===== src/rtl/sync_rx_decoder.sv =====
// Receive-side sync byte decoder: validates opponent sync codes, tracks link state and
// decodes click/start events. Optional SYNC_RX_DEDUP_EN suppresses repeated LEFT/RIGHT pulses.
module sync_rx_decoder #(
  parameter int unsigned TIMEOUT_CYCLES = 2_000_000,
  parameter int unsigned LOCK_COUNT     = 4,
  parameter int unsigned ERR_LIMIT      = 3
) (
  input  logic       clk,
  input  logic       rst,
  input  logic [7:0] rx_data,
  input  logic       rx_valid,
  output logic       connect_corrected,
  output logic       enemy_left_clicked,
  output logic       enemy_right_clicked,
  output logic       enemy_game_starts,
  output logic       frame_error,
  output logic [7:0] last_valid_byte
);

  localparam int unsigned TW = $clog2(TIMEOUT_CYCLES + 1);
  localparam int unsigned LW = $clog2(LOCK_COUNT + 1);
  localparam int unsigned EW = $clog2(ERR_LIMIT + 1);

  localparam logic [TW-1:0] TO_LAST  = TW'(TIMEOUT_CYCLES - 1);
  localparam logic [TW-1:0] TO_MAX   = TW'(TIMEOUT_CYCLES);
  localparam logic [LW-1:0] LOCK_END = LW'(LOCK_COUNT);
  localparam logic [EW-1:0] ERR_END  = EW'(ERR_LIMIT);

  localparam logic [7:0] CODE_LEFT  = 8'hC8;
  localparam logic [7:0] CODE_RIGHT = 8'h28;
  localparam logic [7:0] CODE_START = 8'h48;
  localparam logic [7:0] CODE_IDLE  = 8'h08;

  typedef enum logic [1:0] {
    ST_DISC,
    ST_SYNC,
    ST_CONN
  } state_t;

  state_t        state_q, state_d;
  logic [LW-1:0] lock_cnt_q, lock_cnt_d, lock_inc;
  logic [EW-1:0] err_cnt_q, err_cnt_d, err_inc;
  logic [TW-1:0] to_cnt_q, to_cnt_d;
  logic          connect_q, connect_d;
  logic          left_q, left_d;
  logic          right_q, right_d;
  logic          start_q, start_d;
  logic          ferr_q, ferr_d;
  logic [7:0]    last_q, last_d;

  logic code_ok, byte_ok, byte_bad, timeout, dup;

  always_comb begin
    code_ok  = (rx_data == CODE_LEFT) || (rx_data == CODE_RIGHT) ||
               (rx_data == CODE_START) || (rx_data == CODE_IDLE);
    byte_ok  = rx_valid && code_ok;
    byte_bad = rx_valid && !code_ok;
    timeout  = (to_cnt_q == TO_LAST);
    lock_inc = lock_cnt_q + LW'(1);
    err_inc  = err_cnt_q + EW'(1);
`ifdef SYNC_RX_DEDUP_EN
    dup = (rx_data == last_q);
`else
    dup = 1'b0;
`endif

    state_d    = state_q;
    lock_cnt_d = lock_cnt_q;
    err_cnt_d  = err_cnt_q;
    left_d     = 1'b0;
    right_d    = 1'b0;
    start_d    = start_q;
    ferr_d     = byte_bad;
    last_d     = byte_ok ? rx_data : last_q;

    if (byte_ok)
      to_cnt_d = '0;
    else if (to_cnt_q != TO_MAX)
      to_cnt_d = to_cnt_q + TW'(1);
    else
      to_cnt_d = to_cnt_q;

    // A valid byte always beats a coincident timeout; only its absence lets timeout act.
    case (state_q)
      ST_DISC: begin
        if (byte_ok) begin
          if (LOCK_COUNT <= 1) begin
            state_d    = ST_CONN;
            lock_cnt_d = '0;
            err_cnt_d  = '0;
          end else begin
            state_d    = ST_SYNC;
            lock_cnt_d = LW'(1);
          end
        end
      end
      ST_SYNC: begin
        if (byte_ok) begin
          if (lock_inc == LOCK_END) begin
            state_d    = ST_CONN;
            lock_cnt_d = '0;
            err_cnt_d  = '0;
          end else begin
            lock_cnt_d = lock_inc;
          end
        end else if (byte_bad || timeout) begin
          state_d    = ST_DISC;
          lock_cnt_d = '0;
        end
      end
      ST_CONN: begin
        if (byte_ok) begin
          err_cnt_d = '0;
          case (rx_data)
            CODE_LEFT: begin
              left_d  = !dup;
              start_d = 1'b0;
            end
            CODE_RIGHT: begin
              right_d = !dup;
              start_d = 1'b0;
            end
            CODE_START: start_d = 1'b1;
            default:    start_d = 1'b0;
          endcase
        end else begin
          if (byte_bad) begin
            if (err_inc == ERR_END) begin
              state_d   = ST_DISC;
              err_cnt_d = '0;
            end else begin
              err_cnt_d = err_inc;
            end
          end
          if (timeout) begin
            state_d   = ST_DISC;
            err_cnt_d = '0;
          end
        end
      end
      default: begin
        state_d    = ST_DISC;
        lock_cnt_d = '0;
        err_cnt_d  = '0;
      end
    endcase

    if (state_d != ST_CONN)
      start_d = 1'b0;
    connect_d = (state_d == ST_CONN);
  end

  always_ff @(posedge clk) begin
    if (rst) begin
      state_q    <= ST_DISC;
      lock_cnt_q <= '0;
      err_cnt_q  <= '0;
      to_cnt_q   <= '0;
      connect_q  <= 1'b0;
      left_q     <= 1'b0;
      right_q    <= 1'b0;
      start_q    <= 1'b0;
      ferr_q     <= 1'b0;
      last_q     <= '0;
    end else begin
      state_q    <= state_d;
      lock_cnt_q <= lock_cnt_d;
      err_cnt_q  <= err_cnt_d;
      to_cnt_q   <= to_cnt_d;
      connect_q  <= connect_d;
      left_q     <= left_d;
      right_q    <= right_d;
      start_q    <= start_d;
      ferr_q     <= ferr_d;
      last_q     <= last_d;
    end
  end

  assign connect_corrected   = connect_q;
  assign enemy_left_clicked  = left_q;
  assign enemy_right_clicked = right_q;
  assign enemy_game_starts   = start_q;
  assign frame_error         = ferr_q;
  assign last_valid_byte     = last_q;

endmodule

===== config.mk =====
export PLATFORM = sky130hd
export DESIGN_NAME = sync_rx_decoder
export DESIGN_NICKNAME = d
export VERILOG_FILES = /design/src/rtl/sync_rx_decoder.sv
export SDC_FILE = /design/constraint.sdc
export NUM_CORES = 1
export LEC_CHECK = 0
export ABC_CLOCK_PERIOD_IN_PS = 5900
export CAP_MARGIN = 20
export CORE_MARGIN = 1.5
export CORE_UTILIZATION = 62
export CTS_CLUSTER_SIZE = 40
export DETAILED_ROUTE_END_ITERATION = 16
export DONT_BUFFER_PORTS = 1
export PLACE_DENSITY = 0.78
export SYNTH_ARGS = -nofsm -noshare
export SYNTH_HDL_FRONTEND = slang
export SYNTH_SLANG_ARGS = --single-unit

===== constraint.sdc =====
create_clock -name clk -period 5.9 [get_ports clk]
set_clock_uncertainty 0.1 [all_clocks]
set_input_delay 0.885 -clock clk [delete_from_list [all_inputs] [get_ports clk]]
set_output_delay 0.885 -clock clk [all_outputs]
set_load 0.02 [all_outputs]

# Word level (Yosys, flattened, before mapping)
# Index checks and enable logic that the tools add are counted.
# classes
n_mux,24
n_reduce_logical,14
n_addsub,3
n_eq_ne,17
bitwise_logic,3
# op_table
operator,count
$mux 2,14
$add 21x1->21 const B,1
$eq 21x21->1 const B,1
$ne 21x21->1 const B,1
$mux 3,4
$pmux 2 s3,2
$pmux 3 s3,1
$eq 8x4->1 const B,1
$eq 8x6->1 const B,1
$eq 8x7->1 const B,1
$eq 8x8->1 const B,1
$ne 2x2->1 const B,4
$eq 2x2->1 const B,3
$logic_or 1x1->1,4
$ne 4x4->1 const B,1
$reduce_and 4->1,1
$reduce_or 2->1,2
$add 3x1->3 const B,1
$eq 3x3->1 const B,1
$mux 1,3
$ne 3x3->1 const B,1
$not 1->1,3
$reduce_and 3->1,1
$reduce_or 3->1,1
6 further kinds,7
# totals
output_inout_bits,13
reg_bits,41
in_bits,11

# Logic depth before layout (Yosys ltp)
# Gate-level depths: netlist of the first run.
# depth
word_depth,12
depth_mapped,7
ltp_nobuf,7

# Worst setup path after synthesis of the first run
# OpenSTA, ideal clock, no wires.
# synth_timing
path_type,in2reg
start,input port rx_data[2]
end,register lock_cnt_q[2]
t_arrival_ns,2.151
path_stages,6
setup_slack_ns,3.524
required_time_ns,5.675
cell_sequence,nor4b_1 and4_1 clkbuf_1 a21oi_1 a31oi_1 o31ai_1
# synth_between
elab_chain_len,9
# synth_lines
element,line,rtl
"start, declared",10,"input logic [7:0] rx_data,"
$eq 8x8->1 or $eq 8x6->1 (tied branches),54,code_ok = (rx_data == CODE_LEFT) || (rx_data == CODE_RIGHT) ||
$logic_or 1x1->1 (2 in a row),54,
$logic_or 1x1->1 (*),55,(rx_data == CODE_START) || (rx_data == CODE_IDLE);
$logic_not 1->1,57,byte_bad = rx_valid && !code_ok;
$logic_and 1x1->1,57,
$logic_or 1x1->1,106,end else if (byte_bad || timeout) begin
$ne 3x3->1 (no source line),--,
$reduce_and 3->1 (no source line),--,
"end signal, assigned",167,lock_cnt_q <= lock_cnt_d;
"end, declared",41,"logic [LW-1:0] lock_cnt_q, lock_cnt_d, lock_inc;"
# Every way passes the cells marked *; elsewhere a longest branch is shown, timed or not.
# A chain may end at the register's enable or synchronous reset.

# Worst setup path in the final report of the first run
# layout_timing
start,input port rx_data[2]
end,register to_cnt_q[6]
# layout_between
elab_chain_len,6
# layout_lines
element,line,rtl
$eq 8x8->1 or $eq 8x6->1 (tied branches),54,
$logic_or 1x1->1 (2 in a row),54,
$logic_or 1x1->1 (*),55,
$logic_and 1x1->1 (*),56,byte_ok = rx_valid && code_ok;
$reduce_or 2->1 (no source line) (*),--,
"end signal, assigned",169,to_cnt_q <= to_cnt_d;
"end, declared",43,"logic [TW-1:0] to_cnt_q, to_cnt_d;"
# Marks and branches as above.

==> flow_summary_export.csv, run 1 <==
group,metric,value,unit
place,globalplace.congestion,0.833,
detailed_routing,drc,0,
detailed_routing,route.vias.total,1459,
global_route,grt_pass1_vias,1437,
detailed_routing,first_pass_iters,4,
yosys,yosysTopAreaCell,"dfxtp_1",
power_and_ir_drop,p_comb_share,3.0,%
yosys,synthTopCellsByArea,"dfxtp_1, nor2_1, xnor2_1",
power_and_ir_drop,ir_worst_vdd,0.000150,V
floorplanning,die_width,57.9,um
worst_hold_path,hp-class,"flip-flop to flip-flop",
sta,slew_headroom,48.6,%
clock_network,htree_levels,2,
yosys,ys_ff_latch,41,
power_and_ir_drop,power.leakage,0.000693,uW
cells_and_area,layout-drive-gt1-share,7.55,%
clock_network,cts_tree,"yes",
sta,hold_viol_final,0,
detailed_routing,wire_per_inst,14.0,um
sta,finalSetupTns,0,ns
critical_path,reg2reg_depth,6,
critical_path,cpMaxStageDelayCell,"nand2b_1",
critical_path,end_kind,"flip-flop",
global_route,grt_pass1_wl,6.02,mm
power_and_ir_drop,swShare,23.6,%
yosys,synthMostInstantiatedCell,"dfxtp_1",
global_route,grt_use_total,22.9,%
cells_and_area,nets,227,
sta,holdWs,0.397,ns
detailed_routing,routed_wl,3.40,mm
yosys,ys.flop_type,"dfxtp_1",
yosys,syn_area,1870,um^2
yosys,synth_edf_count,0,
cells_and_area,area_delta_synth_final,3.21,%
sta,tightest_slew,0.764,ns
yosys,netlist_top_cells_count,"dfxtp_1, nor2_1, nand2_1",
sta,slew_violations,0,
critical_path,startpoint_type,"input port",
critical_path,critPathRequiredTime,6.02,ns
critical_path,slowest_delay,0.69,ns
sta,setup_viol,0,
power_and_ir_drop,clockPowerShare,31.5,%
worst_hold_path,whs_path_depth,2,
place,dp_hpwl,2.47,mm
power_and_ir_drop,power.density,223,nW/um^2
floorplanning,dieArea,3360,um^2
job,drv_cap,0,
worst_hold_path,holdPathEnd,"lock_cnt_q[1]",
yosys,synthArstFlopShare,0,%
detailed_routing,wl_met3,136,um
sta,fmax,412,MHz
global_route,grt_overflow,0,
yosys,synth_nets,228,
power_and_ir_drop,switchingPower,102,uW
power_and_ir_drop,totalPowerFinal,432,uW
critical_path,arrival,2.54,ns
floorplanning,initial_core_util,66.7,%
worst_hold_path,hp-start,"lock_cnt_q[1]",
global_route,antenna_found_initial,0,
detailed_routing,drt-vias-per-instance,6.00,
run_status,outcome,"finished, final reports clean",
critical_path,r2r-start,"to_cnt_q[1]",
global_route,grt_max_degree,22,
detailed_routing,drt-initial-drc-count,63,
cells_and_area,fin_cells,243,
clock_network,cts_hold_buffers,0,
clock_network,cts.repair.resized,0,
yosys,ys_seq_area_share,43.9,%
power_and_ir_drop,p_seq_share,65.6,%
critical_path,crit_type,"input port to flip-flop",
place,portBuffers,0,
floorplanning,core,2810,um^2
yosys,ys_warn_count,0,
yosys,synth.distinct_cells,38,
critical_path,critical_path.reg2reg.endpoint,"to_cnt_q[20]",
floorplanning,chipHeight,57.9,um
sta,fin_crit_sh,41.1,%
clock_network,path_clk_slew,0.12,ns
sta,final.min_clock_period,2.43,ns
detailed_routing,highest_layer,"met4",
clock_network,post_cts_buffers,0,
clock_network,clock_latency,0.34,ns
power_and_ir_drop,p_int,330,uW
yosys,syn_avg_cell_area,8.83,um^2
place,dp.cells,235,
critical_path,r2r_setup_slack,3.78,ns
critical_path,critPathMaxFanout,21,
clock_network,cts_buffer_depth,2,
detailed_routing,routed-wl-met2,1.71,mm
floorplanning,rows,19,
detailed_routing,ant_nets,0,
clock_network,cts-root-buf,"clkbuf_4",
sta,rsz0062_at_grt,"no",
clock_network,cts.sinks,41,
yosys,synth_top_area_share,43.9,%
cells_and_area,diodes,0,
detailed_routing,m1WireLength,1.52,mm
floorplanning,pin_count,24,
critical_path,crit_chain,"nor4b_1, nand4_1, nand2b_1, nor2_1",
clock_network,cts-buffers-inserted,5,
cells_and_area,fin_util,68.9,%
yosys,netlist_instances,212,
[area by class of cell]
class | instances | area (um^2)
Multi-Input combinational cell | 153 | 980
Clock buffer | 5 | 37.5
Inverter | 10 | 37.5
Fill cell | 232 | 873
Tap cell | 31 | 38.8
Clock inverter | 3 | 17.5
Sequential cell | 41 | 821
[flip-flops by register name, indices dropped and copies added, names as in the netlist]
name	count
frame_error	1
state_q	2
enemy_left_clicked	1
enemy_game_starts	1
connect_corrected	1
err_cnt_q	2
last_valid_byte	8
enemy_right_clicked	1
lock_cnt_q	3
to_cnt_q	21
[worst max-delay path by stage]
stage,to,start
6_report,to_cnt_q[6],rx_data[2]
5_1_grt,to_cnt_q[12],rx_data[2]
4_1_cts,to_cnt_q[6],rx_data[2]
3_5_place_dp,to_cnt_q[3],rx_data[2]
3_3_place_gp,to_cnt_q[18],rx_data[2]
2_1_floorplan,lock_cnt_q[2],rx_data[2]
[power groups by stage]
| stage | registers, uW | clock network, uW | logic [uW] |
|---|---|---|---|
| after floorplan | 288 | 0 | 12.4 |
| after global placement | 289 | 0 | 11.9 |
| after detailed placement | 289 | 0 | 13.1 |
| after CTS | 283 | 137 | 13.2 |
| after global routing | 284 | 150 | 14.6 |
| final | 283 | 136 | 12.8 |
[routing by layer]
| metal | GRT usage (%) | up-vias |
|---|---|---|
| met1 | 27.9 | 682 |
| met3 | 6.47 | 7 |
| met5 | 0 | - |
| met4 | 9.30 | 0 |
| met2 | 38.0 | 33 |
| li1 | - | 737 |
[kinds of logic (layout without fill, tap and decap cells)]
logic type / Yosys count / count (layout) / synth area share, %
compound gates: 21 / 21 / 7.49
simple gates: 106 / 106 / 31.6
flops: 41 / 41 / 43.9
xor+xnor: 19 / 19 / 8.89
fa+ha+maj: 5 / 5 / 3.34
buf+inv: 18 / 18 / 3.81
mux: 2 / 2 / 1.07
[critical path: cells and delay by family]
family	cells	cell delay, ns
and+or+nand+nor	4	1.65
[layout by cell type (no fill, tap or decap), types with 5 or more instances in the layout]
master / n
dfxtp_1: 41
xnor2_1: 10
nor2_1: 29
clkbuf_4: 5
a21oi_1: 6
nand2_1: 17
ha_1: 5
nand3_1: 10
nor3_1: 10
nor4_1: 5
nand4_1: 6
nand2b_1: 6
xor2_1: 9
inv_1: 10
[metrics by stage]
step	setup slack, ns	instance area, um^2
after CTS	3.44	1930
after global placement	3.16	1880
after detailed placement	3.07	1880
final	3.47	1930
after floorplan	3.52	1870
after global routing	3.24	1930
Note: power is estimated with default switching activity, not from simulation.
==> inputs of run 2 (changes only) <==
ABC_CLOCK_PERIOD_IN_PS = 2410   (was 5900)
CORE_UTILIZATION = 61   (was 62)
PLACE_DENSITY = 0.77   (was 0.78)
clock period = 2.41 ns   (was 5.9 ns; I/O delays follow)
==> run 2 against run 1 <==
- power up 150%
- core utilization grew 0.84 points
- combinational power rose to 2.9 times the previous value
- largest power group unchanged
- clock power rose to 2.5 times the previous value
- routed wire length rose by 1.8%
- cell count rose by 1.6%
- sequential share of layout area shrank 0.86 points
- first-iteration DRC count is 46% higher
- final area is 2.1% higher
- setup slack got worse by 3.1 ns
==> flow_summary_export.csv, run 2 (synthesis results as in run 1) <==
group,metric,value,unit
run_status,outcome,"finished, final reports clean",
place,portBuffers,0,
power_and_ir_drop,ir_worst_vdd,0.000431,V
power_and_ir_drop,p_seq_share,64.5,%
place,dp_hpwl,2.47,mm
critical_path,slowest_delay,0.50,ns
sta,fmax,483,MHz
detailed_routing,first_pass_iters,5,
cells_and_area,layout-drive-gt1-share,8.80,%
global_route,grt_pass1_vias,1468,
power_and_ir_drop,p_int,818,uW
global_route,antenna_found_initial,0,
cells_and_area,largest_reg_flops,21,
critical_path,startpoint_type,"flip-flop",
critical_path,crit_chain,"or4b_4, nor4_4, nand4b_4, a31oi_1, o31ai_1",
power_and_ir_drop,power.leakage,0.000713,uW
clock_network,clock_latency,0.34,ns
worst_hold_path,hp-start,"rx_data[6]",
global_route,grt_pass1_wl,6.22,mm
sta,rsz0062_at_grt,"no",
cells_and_area,seqCellArea,821,um^2
place,place_ws,0.366,ns
cells_and_area,fill_cells,231,
cells_and_area,largest_register,"to_cnt_q",
floorplanning,dieArea,3410,um^2
detailed_routing,wire_per_inst,14.0,um
power_and_ir_drop,totalPowerFinal,1080,uW
sta,setup_ws,0.340,ns
global_route,grt_overflow,0,
floorplanning,die_width,58.4,um
clock_network,htree_levels,2,
detailed_routing,route.vias.total,1487,
power_and_ir_drop,clockPowerShare,32.1,%
power_and_ir_drop,p_comb_share,3.4,%
job,drv_cap,0,
floorplanning,chipHeight,58.4,um
clock_network,cts-buffers-inserted,5,
worst_hold_path,hp-class,"input port to flip-flop",
critical_path,end_kind,"flip-flop",
sta,slew_violations,0,
critical_path,critPathMaxFanout,8,
cells_and_area,fin_area,1970,um^2
cells_and_area,fin_util,69.7,%
clock_network,cts-root-buf,"clkbuf_4",
clock_network,cts.sinks,41,
detailed_routing,drt-vias-per-instance,6.02,
cells_and_area,area_delta_synth_final,5.35,%
global_route,grt_max_degree,22,
cells_and_area,layout_commonest_cell,"dfxtp_1",
detailed_routing,ant_nets,0,
global_route,grt_use_total,23.5,%
sta,tightest_slew,0.523,ns
sta,finalSetupTns,0,ns
power_and_ir_drop,power.density,546,nW/um^2
detailed_routing,routed_wl,3.47,mm
critical_path,crit_type,"flip-flop to flip-flop",
cells_and_area,diodes,0,
clock_network,cts_tree,"yes",
power_and_ir_drop,switchingPower,258,uW
critical_path,cpMaxStageDelayCell,"or4b_4",
place,globalplace.congestion,0.857,
cells_and_area,nets,231,
critical_path,arrival,2.19,ns
floorplanning,initial_core_util,66.2,%
floorplanning,core,2830,um^2
sta,setup_viol,0,
cells_and_area,multiInputGateArea,980,um^2
sta,hold_viol_final,0,
critical_path,r2r_setup_slack,0.34,ns
critical_path,critPathRequiredTime,2.53,ns
detailed_routing,drc,0,
power_and_ir_drop,swShare,24.0,%
critical_path,crit_start,"to_cnt_q[10]",
clock_network,cts_buffer_depth,2,
sta,fin_crit_sh,85.9,%
detailed_routing,drt-initial-drc-count,92,
floorplanning,pin_count,24,
cells_and_area,layout_common_cells,"dfxtp_1, nor2_1, nand2_1",
floorplanning,rows,19,
critical_path,r2r-start,"to_cnt_q[10]",
place,placed_area,1900,um^2
sta,final.min_clock_period,2.07,ns
sta,slew_headroom,64.6,%
clock_network,path_clk_slew,0.13,ns
[run 2: cell count changes in the layout (fill, tap and decap cells not counted), sizes merged]
| cell | previous run | this run |
|---|---|---|
| buf | 0 | 3 |
| clkinv | 2 | 1 |
| dlygate4sd3 | 0 | 1 |
| inv | 10 | 11 |
[run 2: final timing paths]
| check | to | cells after the start |
|---|---|---|
| worst min-delay path | last_valid_byte[6] | 2 |
| worst max-delay path | lock_cnt_q[2] | 5 |
| worst max register to register | lock_cnt_q[2] | 5 |
| worst min register to register | lock_cnt_q[1] | 2 |
[run 2: final cells by class]
class	count	share of cell area, %
Timing Repair Buffer	4	1.65
Clock inverter	3	1.27
Clock buffer	5	1.90
Inverter	10	1.90
Tap cell	31	1.97
Sequential cell	41	41.6
Multi-Input combinational cell	153	49.7
[run 2: metal layers]
metal | vias up | GRT usage, % | share of wire [%]
met3 | 8 | 7.25 | 6.0
met1 | 693 | 28.3 | 45
li1 | 743 | - | -
met5 | - | 0 | 0
met2 | 43 | 37.6 | 47
met4 | 0 | 12.3 | 2.1
[run 2: repair_timing]
action                                 CTS  global route
buffers inserted                         0             0
resized for setup                        0             0
endpoints found under the hold margin   12             0
hold buffers                             1             0
[run 2: worst max-delay path, delay by kind of cell, from the launching register on]
kind            cells  cell delay (ns)
compound gates      2             0.34
simple gates        3             1.09
flops               1             0.43
[run 2: power groups by stage]
stage,sequential (uW),clock (uW),combinational [uW]
6_report,694,345,36.9
5_1_grt,695,396,41.5
4_1_cts,694,368,37.1
3_5_place_dp,709,0,32.7
3_3_place_gp,708,0,30.8
2_1_floorplan,706,0,30.4
[run 2: per-stage QoR]
step	std cells	hold WS, ns
finish	247	0.0396
global placement	238	0.335
CTS	247	0.0152
detailed placement	238	0.336
global route	247	0.0134
floorplan	212	0.358
==> inputs of run 3 (changes only) <==
MAX_ROUTING_LAYER = met4   (was unset)
==> run 3 against run 2 <==
- sequential power about the same
- die area unchanged
- sequential cell count unchanged
- combinational power about the same
- via count increased by 0.47%
- critical path depth unchanged
- setup slack got worse by 0.0020 ns
- first-iteration DRC count increased by 4.3%
- largest power group unchanged
- final area unchanged
==> flow_summary_export.csv, run 3 (synthesis results as in run 1) <==
group,metric,value,unit
detailed_routing,ant_nets,0,
critical_path,crit_start,"to_cnt_q[10]",
clock_network,cts.repair.resized,0,
critical_path,cpMaxStageDelayCell,"or4b_4",
global_route,grt_pass1_vias,1465,
detailed_routing,routed_wl,3.47,mm
power_and_ir_drop,power.density,546,nW/um^2
global_route,grt_pass1_wl,6.24,mm
clock_network,htree_levels,2,
cells_and_area,fin_cells,247,
cells_and_area,fin_area,1970,um^2
detailed_routing,drt-initial-drc-count,96,
sta,setup_viol,0,
place,dp.cells,238,
critical_path,critical_path.reg2reg.endpoint,"lock_cnt_q[2]",
power_and_ir_drop,power.leakage,0.000713,uW
cells_and_area,fill_cells,231,
run_status,outcome,"finished, final reports clean",
floorplanning,die_width,58.4,um
sta,fmax,483,MHz
global_route,grt_overflow,0,
clock_network,cts_buffer_depth,2,
critical_path,end_kind,"flip-flop",
cells_and_area,fin_util,69.7,%
critical_path,slowest_delay,0.50,ns
clock_network,path_clk_slew,0.13,ns
floorplanning,rows,19,
place,portBuffers,0,
sta,tightest_slew,0.522,ns
detailed_routing,drc,0,
sta,slew_headroom,64.7,%
cells_and_area,diodes,0,
floorplanning,dieArea,3410,um^2
sta,setup_ws,0.338,ns
sta,slew_violations,0,
global_route,grt_use_total,24.2,%
cells_and_area,largest_reg_flops,21,
floorplanning,core,2830,um^2
place,globalplace.congestion,0.870,
global_route,grt_max_degree,22,
sta,rsz0062_at_grt,"no",
cells_and_area,nets,231,
critical_path,arrival,2.20,ns
clock_network,cts-buffers-inserted,5,
critical_path,r2r-start,"to_cnt_q[10]",
power_and_ir_drop,ir_worst_vdd,0.000431,V
critical_path,endpoint,"lock_cnt_q[2]",
detailed_routing,drt-vias-per-instance,6.05,
sta,final.min_clock_period,2.07,ns
detailed_routing,route.vias.total,1494,
worst_hold_path,whs_path_depth,2,
clock_network,clock_latency,0.34,ns
cells_and_area,layout_common_cells,"dfxtp_1, nor2_1, nand2_1",
sta,fin_crit_sh,86.0,%
place,dp_hpwl,2.47,mm
critical_path,crit_chain,"or4b_4, nor4_4, nand4b_4, a31oi_1, o31ai_1",
floorplanning,chipHeight,58.4,um
job,drv_cap,0,
sta,finalSetupTns,0,ns
place,placed_area,1900,um^2
detailed_routing,wire_per_inst,14.0,um
critical_path,crit_type,"flip-flop to flip-flop",
critical_path,critPathMaxFanout,8,
place,place_ws,0.366,ns
detailed_routing,first_pass_iters,4,
floorplanning,pin_count,24,
critical_path,reg2reg_depth,5,
sta,hold_viol_final,0,
critical_path,startpoint_type,"flip-flop",
cells_and_area,layout_commonest_cell,"dfxtp_1",
floorplanning,initial_core_util,66.2,%
worst_hold_path,hp-class,"input port to flip-flop",
clock_network,cts.sinks,41,
cells_and_area,area_delta_synth_final,5.35,%
critical_path,critPathRequiredTime,2.53,ns
global_route,antenna_found_initial,0,
clock_network,cts_tree,"yes",
critical_path,r2r_setup_slack,0.34,ns
clock_network,cts-root-buf,"clkbuf_4",
cells_and_area,layout-drive-gt1-share,8.80,%
cells_and_area,largest_register,"to_cnt_q",
==> run 3: cell counts in the layout (fill, tap and decap cells not counted) <==
Identical to the previous run, type by type.
==> run 3: per-layer routing <==
| metal | global-route usage, % | vias to the layer above | wire length, um |
|---|---|---|---|
| met2 | 37.6 | 47 | 1630 |
| met3 | 7.03 | 8 | 209 |
| met4 | 12.3 | 0 | 72 |
| li1 | - | 743 | - |
| met1 | 28.6 | 696 | 1560 |
| met5 | - | - | 0 |
==> run 3: stage by stage <==
step / hold WS (ns) / total power (uW)
global route: 0.0134 / 1130
CTS: 0.0152 / 1100
floorplan: 0.358 / 737
global placement: 0.335 / 739
detailed placement: 0.336 / 741
finish: 0.0395 / 1080
==> run 3: area by class of cell <==
| cell class | count | area (um^2) | area share (%) |
|---|---|---|---|
| Inverter | 10 | 37.5 | 1.90 |
| Clock buffer | 5 | 37.5 | 1.90 |
| Clock inverter | 3 | 25.0 | 1.27 |
| Multi-Input combinational cell | 153 | 980 | 49.7 |
| Sequential cell | 41 | 821 | 41.6 |
| Tap cell | 31 | 38.8 | 1.97 |
| Timing Repair Buffer | 4 | 32.5 | 1.65 |
==> run 3: timing repair <==
| action | in CTS | in global routing |
|---|---|---|
| buffers inserted | 0 | 0 |
| hold endpoints to repair | 12 | 0 |
| hold buffers | 1 | 0 |
==> run 3: worst min-delay path by stage <==
stage / from / endpoint / slack (ns)
global placement: rst / last_valid_byte[7] / 0.33
floorplan: lock_cnt_q[1] / lock_cnt_q[1] / 0.36
finish: rx_data[6] / last_valid_byte[6] / 0.04
detailed placement: rst / last_valid_byte[7] / 0.34
global route: rx_data[6] / last_valid_byte[6] / 0.01
CTS: rx_data[6] / last_valid_byte[6] / 0.02
==> run 3: critical path: cells and delay by family, from the launching register on <==
kind | cells | cell delay [ns]
simple gates | 3 | 1.09
flops | 1 | 0.43
compound gates | 2 | 0.34
==> run 3: power by group <==
group / switching (uW) / internal [uW] / total (uW)
Sequential: 10.2 / 684 / 694
Clock: 227 / 119 / 345
Combinational: 21.4 / 15.5 / 36.9
Total: 258 / 818 / 1080
